`config.mk`:
```
export PLATFORM = sky130hd
export DESIGN_NAME = fetch_unit
export DESIGN_NICKNAME = d
export VERILOG_FILES = /design/src/rtl/fetch_unit.sv
export SDC_FILE = /design/constraint.sdc
export NUM_CORES = 1
export LEC_CHECK = 0
export CORE_MARGIN = 2
export CORE_UTILIZATION = 45
export CTS_CLUSTER_SIZE = 16
export DETAILED_ROUTE_END_ITERATION = 6
export PLACE_DENSITY = 0.81
export RECOVER_POWER = 100
export SKIP_CTS_REPAIR_TIMING = 1
export SLEW_MARGIN = 15
export SYNTH_ARGS = -nofsm -noshare
export SYNTH_HDL_FRONTEND = slang
export SYNTH_SLANG_ARGS = --single-unit
```
`constraint.sdc`:
```
create_clock -name FETCH_Clk -period 2.1 [get_ports FETCH_Clk]
set_input_delay 0.21 -clock FETCH_Clk [delete_from_list [all_inputs] [get_ports FETCH_Clk]]
set_output_delay 0.21 -clock FETCH_Clk [all_outputs]
set_load 0.005 [all_outputs]
```
`src/rtl/fetch_unit.sv`:
```
// fetch_unit: PC/IR fetch stage with one-deep skid buffer and response draining on redirect/flush.
module fetch_unit #(
    parameter int DATA_WIDTH = 32,
    parameter int ADDR_WIDTH = 32,
    parameter logic [ADDR_WIDTH-1:0] RESET_VECTOR = '0
) (
    input  logic                  FETCH_Clk,
    input  logic                  FETCH_Reset,
    input  logic                  FETCH_Pc_Reset,
    input  logic                  FETCH_Enpc,
    input  logic                  FETCH_Ir_Reset,
    input  logic                  FETCH_Ir_Set,
    input  logic                  FETCH_Insmem_Read,
    output logic                  FETCH_Mem_Req,
    output logic [ADDR_WIDTH-1:0] FETCH_Mem_Addr,
    input  logic                  FETCH_Mem_Rvalid,
    input  logic [DATA_WIDTH-1:0] FETCH_Mem_Rdata,
    input  logic                  FETCH_Redirect,
    input  logic [ADDR_WIDTH-1:0] FETCH_Redirect_Pc,
    output logic [DATA_WIDTH-1:0] FETCH_Ir,
    output logic [ADDR_WIDTH-1:0] FETCH_Ir_Pc,
    output logic                  FETCH_Ir_Valid,
    input  logic                  FETCH_Ir_Ready
);
    typedef enum logic [2:0] {S_IDLE, S_REQ, S_WAIT, S_HOLD, S_DRAIN} state_t;
    state_t r_state, w_next;
    logic [ADDR_WIDTH-1:0] r_pc, r_ir_pc, r_skid_pc, w_redirect_pc;
    logic [DATA_WIDTH-1:0] r_ir, r_skid;
    logic r_ir_valid, w_flush, w_fetch_en, w_rsp, w_load, w_skid_wr, w_unskid;
    assign w_flush       = FETCH_Pc_Reset | FETCH_Redirect;
    assign w_fetch_en    = FETCH_Insmem_Read & FETCH_Enpc & FETCH_Ir_Set & ~w_flush & ~FETCH_Ir_Reset;
    assign w_redirect_pc = FETCH_Redirect_Pc & ~ADDR_WIDTH'(3);
    assign w_rsp         = (r_state == S_WAIT) & FETCH_Mem_Rvalid;
    // An IR reset in the same cycle frees the IR, so the response may load it directly
    assign w_load        = w_rsp & ~w_flush & (~r_ir_valid | FETCH_Ir_Ready | FETCH_Ir_Reset);
    assign w_skid_wr     = w_rsp & ~w_flush & ~w_load;
    assign w_unskid      = (r_state == S_HOLD) & r_ir_valid & FETCH_Ir_Ready & ~w_flush & ~FETCH_Ir_Reset;
    always_ff @(posedge FETCH_Clk) begin
        if (FETCH_Reset)
            r_state <= S_IDLE;
        else
            r_state <= w_next;
    end
    always_comb begin
        w_next = r_state;
        case (r_state)
            S_IDLE:  w_next = w_fetch_en ? S_REQ : S_IDLE;
            S_REQ:   w_next = w_flush ? S_DRAIN : S_WAIT;
            S_WAIT:  w_next = !FETCH_Mem_Rvalid ? (w_flush ? S_DRAIN : S_WAIT)
                            : w_flush ? S_IDLE : w_load ? (w_fetch_en ? S_REQ : S_IDLE) : S_HOLD;
            S_HOLD:  w_next = (w_flush | FETCH_Ir_Reset | FETCH_Ir_Ready) ? S_IDLE : S_HOLD;
            S_DRAIN: w_next = FETCH_Mem_Rvalid ? S_IDLE : S_DRAIN;
            default: w_next = S_IDLE;
        endcase
    end
    always_comb begin
        FETCH_Mem_Req  = (r_state == S_REQ);
        FETCH_Mem_Addr = r_pc;
        FETCH_Ir       = r_ir;
        FETCH_Ir_Pc    = r_ir_pc;
        FETCH_Ir_Valid = r_ir_valid;
    end
    always_ff @(posedge FETCH_Clk) begin
        if (FETCH_Reset) begin
            r_pc       <= RESET_VECTOR;
            r_ir       <= '0;
            r_ir_pc    <= '0;
            r_ir_valid <= 1'b0;
            r_skid     <= '0;
            r_skid_pc  <= '0;
        end else begin
            if (FETCH_Pc_Reset)
                r_pc <= RESET_VECTOR;
            else if (FETCH_Redirect)
                r_pc <= w_redirect_pc;
            else if (w_rsp)
                r_pc <= r_pc + ADDR_WIDTH'(4);
            if (w_load) begin
                r_ir    <= FETCH_Mem_Rdata;
                r_ir_pc <= r_pc;
            end else if (w_unskid) begin
                r_ir    <= r_skid;
                r_ir_pc <= r_skid_pc;
            end
            r_ir_valid <= w_load | w_unskid | (r_ir_valid & ~w_flush & ~FETCH_Ir_Reset & ~FETCH_Ir_Ready);
            if (w_skid_wr) begin
                r_skid    <= FETCH_Mem_Rdata;
                r_skid_pc <= r_pc;
            end
        end
    end
endmodule
```
==> reports/qor.txt <==
critical path required time: 1890 ps
Min Hold Slack: 210 ps
H-tree level count: 4
hpwl dp: 13800 um
Chip Height: 128 um
DR WL/cell: 15.8 um
count leader, synth: nand2_1
Synth area leaders: dfxtp_1, nand2_1, a311oi_1, a21oi_1, nor2_1
fin cells: 1268
Die X: 128 um
met2 wire length: 9300 um
CP Cell Sequence: buf_4 > nor2b_1 > and2b_2 > clkdlybuf4s50_1
Async SR Flop Fraction: 0%
Antenna Nets Post-Route: 0
YS warnings: 0
Crit Path Class: reg -> out
largest area contributor in the netlist: dfxtp_1
vias in the first global route: 6498
Post-DP Area: 9070 um^2
pin count of the biggest net entering global routing: 94
DIE AREA: 16400 um^2
Post-synth EDFFs: 0
gpl congestion: 0.853
Final Critical Period: 1980 ps
GRT overflow: 0
fillers: 1266
Area growth syn-to-layout: 38.2%
Starting Density: 45.8%
Reg area: 3160 um^2
first-pass GRT wire length: 32000 um
I/O Buffers: 165
Tot GR Track Use: 24.3%
share of layout cells above drive strength 1: 9.73%
num rows: 45
final cell utilization of the core: 63.3%
CP Data Arrival Time: 1770 ps
M1 WL: 8620 um
worst-margin pin slew: 561 ps
Mapped Area: 6930 um^2
CTS sink cnt: 158
Worst Setup End Kind: output port
design area: 9580 um^2
top cell type's share of synthesized area: 45.6%
max incr delay on CP: 540 ps
CTS buffer count: 17
commonest cells in the netlist: nand2_1, dfxtp_1, a21oi_1, nor2_1, clkbuf_1
multi-input logic area: 3400 um^2
Post-Syn Instances: 893
antenna violations before repair: 1
initial drt markers: 619
Mapped Avg Cell Area: 7.77 um^2
Netlist cell types: 58
status: complete, no violations
CTS clk-pin slew, worst paths: 60 ps
Setup Viol. Count Final: 0
Post-synth top flop: dfxtp_1
startpoint types: flip-flop
crit-path max FO: 7
register area share after synthesis: 45.6%
insertion delay to the later sink of the worst-skew pair: 430 ps
Lkg Pwr: 3.46 nW
final worst-path cycle share: 94.1%
met3 WL post-DR: 1400 um
DR top layer: met4
First-pass DRT Iterations: 7
residual DRC count: 0
Synth Register Bits: 158
DP Cell Count: 1235
CTS Root Cell: clkbuf_16
Hold WC Path Type: in -> reg
Setup Skew: 7.63 ps
via count: 7107
final hold vios: 0
Max Cap Viol: 0
Max Clk Rate: 506 MHz
Pwr Density: 685 nW/um^2
# nets final: 1141
CTS tree: yes
final count of pins violating max slew: 0
num ports: 172
Slowest-stage cell, CP: clkdlybuf4s50_1
Via density: 5.60
CTS Buffer Depth: 2
overall routed net length: 20000 um
RSZ-0062 raised after global routing: false
core area: 15100 um^2
Slew HR: 62.6%
VDD IR-drop max: 0.561 mV
-- registers in the layout, summed over array words and instances (netlist names) --
name	flops
FETCH_Ir	32
FETCH_Mem_Addr	30
FETCH_Ir_Valid	1
r_skid	32
FETCH_Ir_Pc	30
r_skid_pc	30
r_state	3
-- per-stage QoR --
stage                     power, mW  TNS, ps  worst slack, ps
final                          6.56        0              123
after global routing           6.76        0             14.9
after CTS                      6.62        0             32.1
after detailed placement       3.52    -2610             -240
after global placement         3.52    -2010             -189
after floorplan                3.26        0             13.3
-- report_power, final --
part           total [mW]  switching, mW  internal, mW  leakage (nW)
combinational       0.406          0.195         0.211          1.90
clock                3.12           1.31          1.80         0.285
sequential           3.04         0.0200          3.02          1.28
-- final timing paths --
check | startpoint | to | slack, ps | cells after the start
max reg2reg | r_state[2]$_SDFF_PP0_ | FETCH_Mem_Addr[19]$_SDFFE_PP0P_ | 130 | 6
min reg2reg | r_skid_pc[8]$_SDFFE_PP0P_ | r_skid_pc[8]$_SDFFE_PP0P_ | 450 | 2
min | FETCH_Reset | r_skid[30]$_SDFFE_PP0P_ | 210 | 2
max | r_state[0]$_SDFF_PP0_ | FETCH_Mem_Req | 120 | 4
-- logic make-up (layout without fill, tap and decap cells) --
family                   count (synthesis)  after routing  synth area share [%]
XOR/XNOR                                10             10                  1.26
buffers and inverters                   87            270                  6.01
AND/OR/NAND/NOR                        424            424                  26.9
AO/OA/AOI/OAI                          212            212                  19.9
adder cells (fa/ha/maj)                  1              1                 0.180
other                                    1              5                0.0541
flip-flops                             158            158                  45.6
-- final cells by class --
cell class                 instances  area share, %
sequential                       158           33.0
clock inverter                    14           1.65
antenna                            1         0.0261
timing repair buffer             235           22.7
inverter                           3          0.118
tap                              188           2.46
multi-input combinational        651           35.4
clock buffer                      18           4.58
-- layout by cell type (no fill, tap or decap), types with 3 or more instances in the layout --
master           netlist  final
inv_6                  0      6
a22oi_1               10     10
buf_12                 1      6
clkbuf_1              66     15
a21oi_1               86     86
and3_1                 8      8
nor4_1                12     12
dlygate4sd3_1          0     78
nand2_1              248    248
a211oi_1               6      6
clkdlybuf4s50_1        0     86
or3_1                  5      5
inv_1                  3      3
o31ai_1                7      7
clkinvlp_4             0      3
nand3_1               28     26
o21ai_0               27     27
or4_1                  6      6
nor2_1                67     67
dfxtp_1              158    158
xnor2_1                5      5
nor3_1                13     13
clkbuf_2               1      7
clkbuf_16              0     17
nand4_1               14     14
conb_1                 1      4
a311oi_1              54     54
a31oi_1                9      9
xor2_1                 5      5
buf_4                  8     42
o31a_1                 3      3
-- per-layer routing --
layer  global-route usage (%)  vias to the layer above
li1                         -                     3494
met2                     39.4                      290
met4                     11.5                        0
met5                        0                        -
met3                     5.05                       46
met1                     31.0                     3277
-- worst max-delay path: cells and delay by family (launching register included) --
kind                   cells  cell delay (ps)
DFF                        1              340
buffers and inverters      2              680
and+or+nand+nor            2              320
Note: power is estimated with default switching activity, not from simulation.
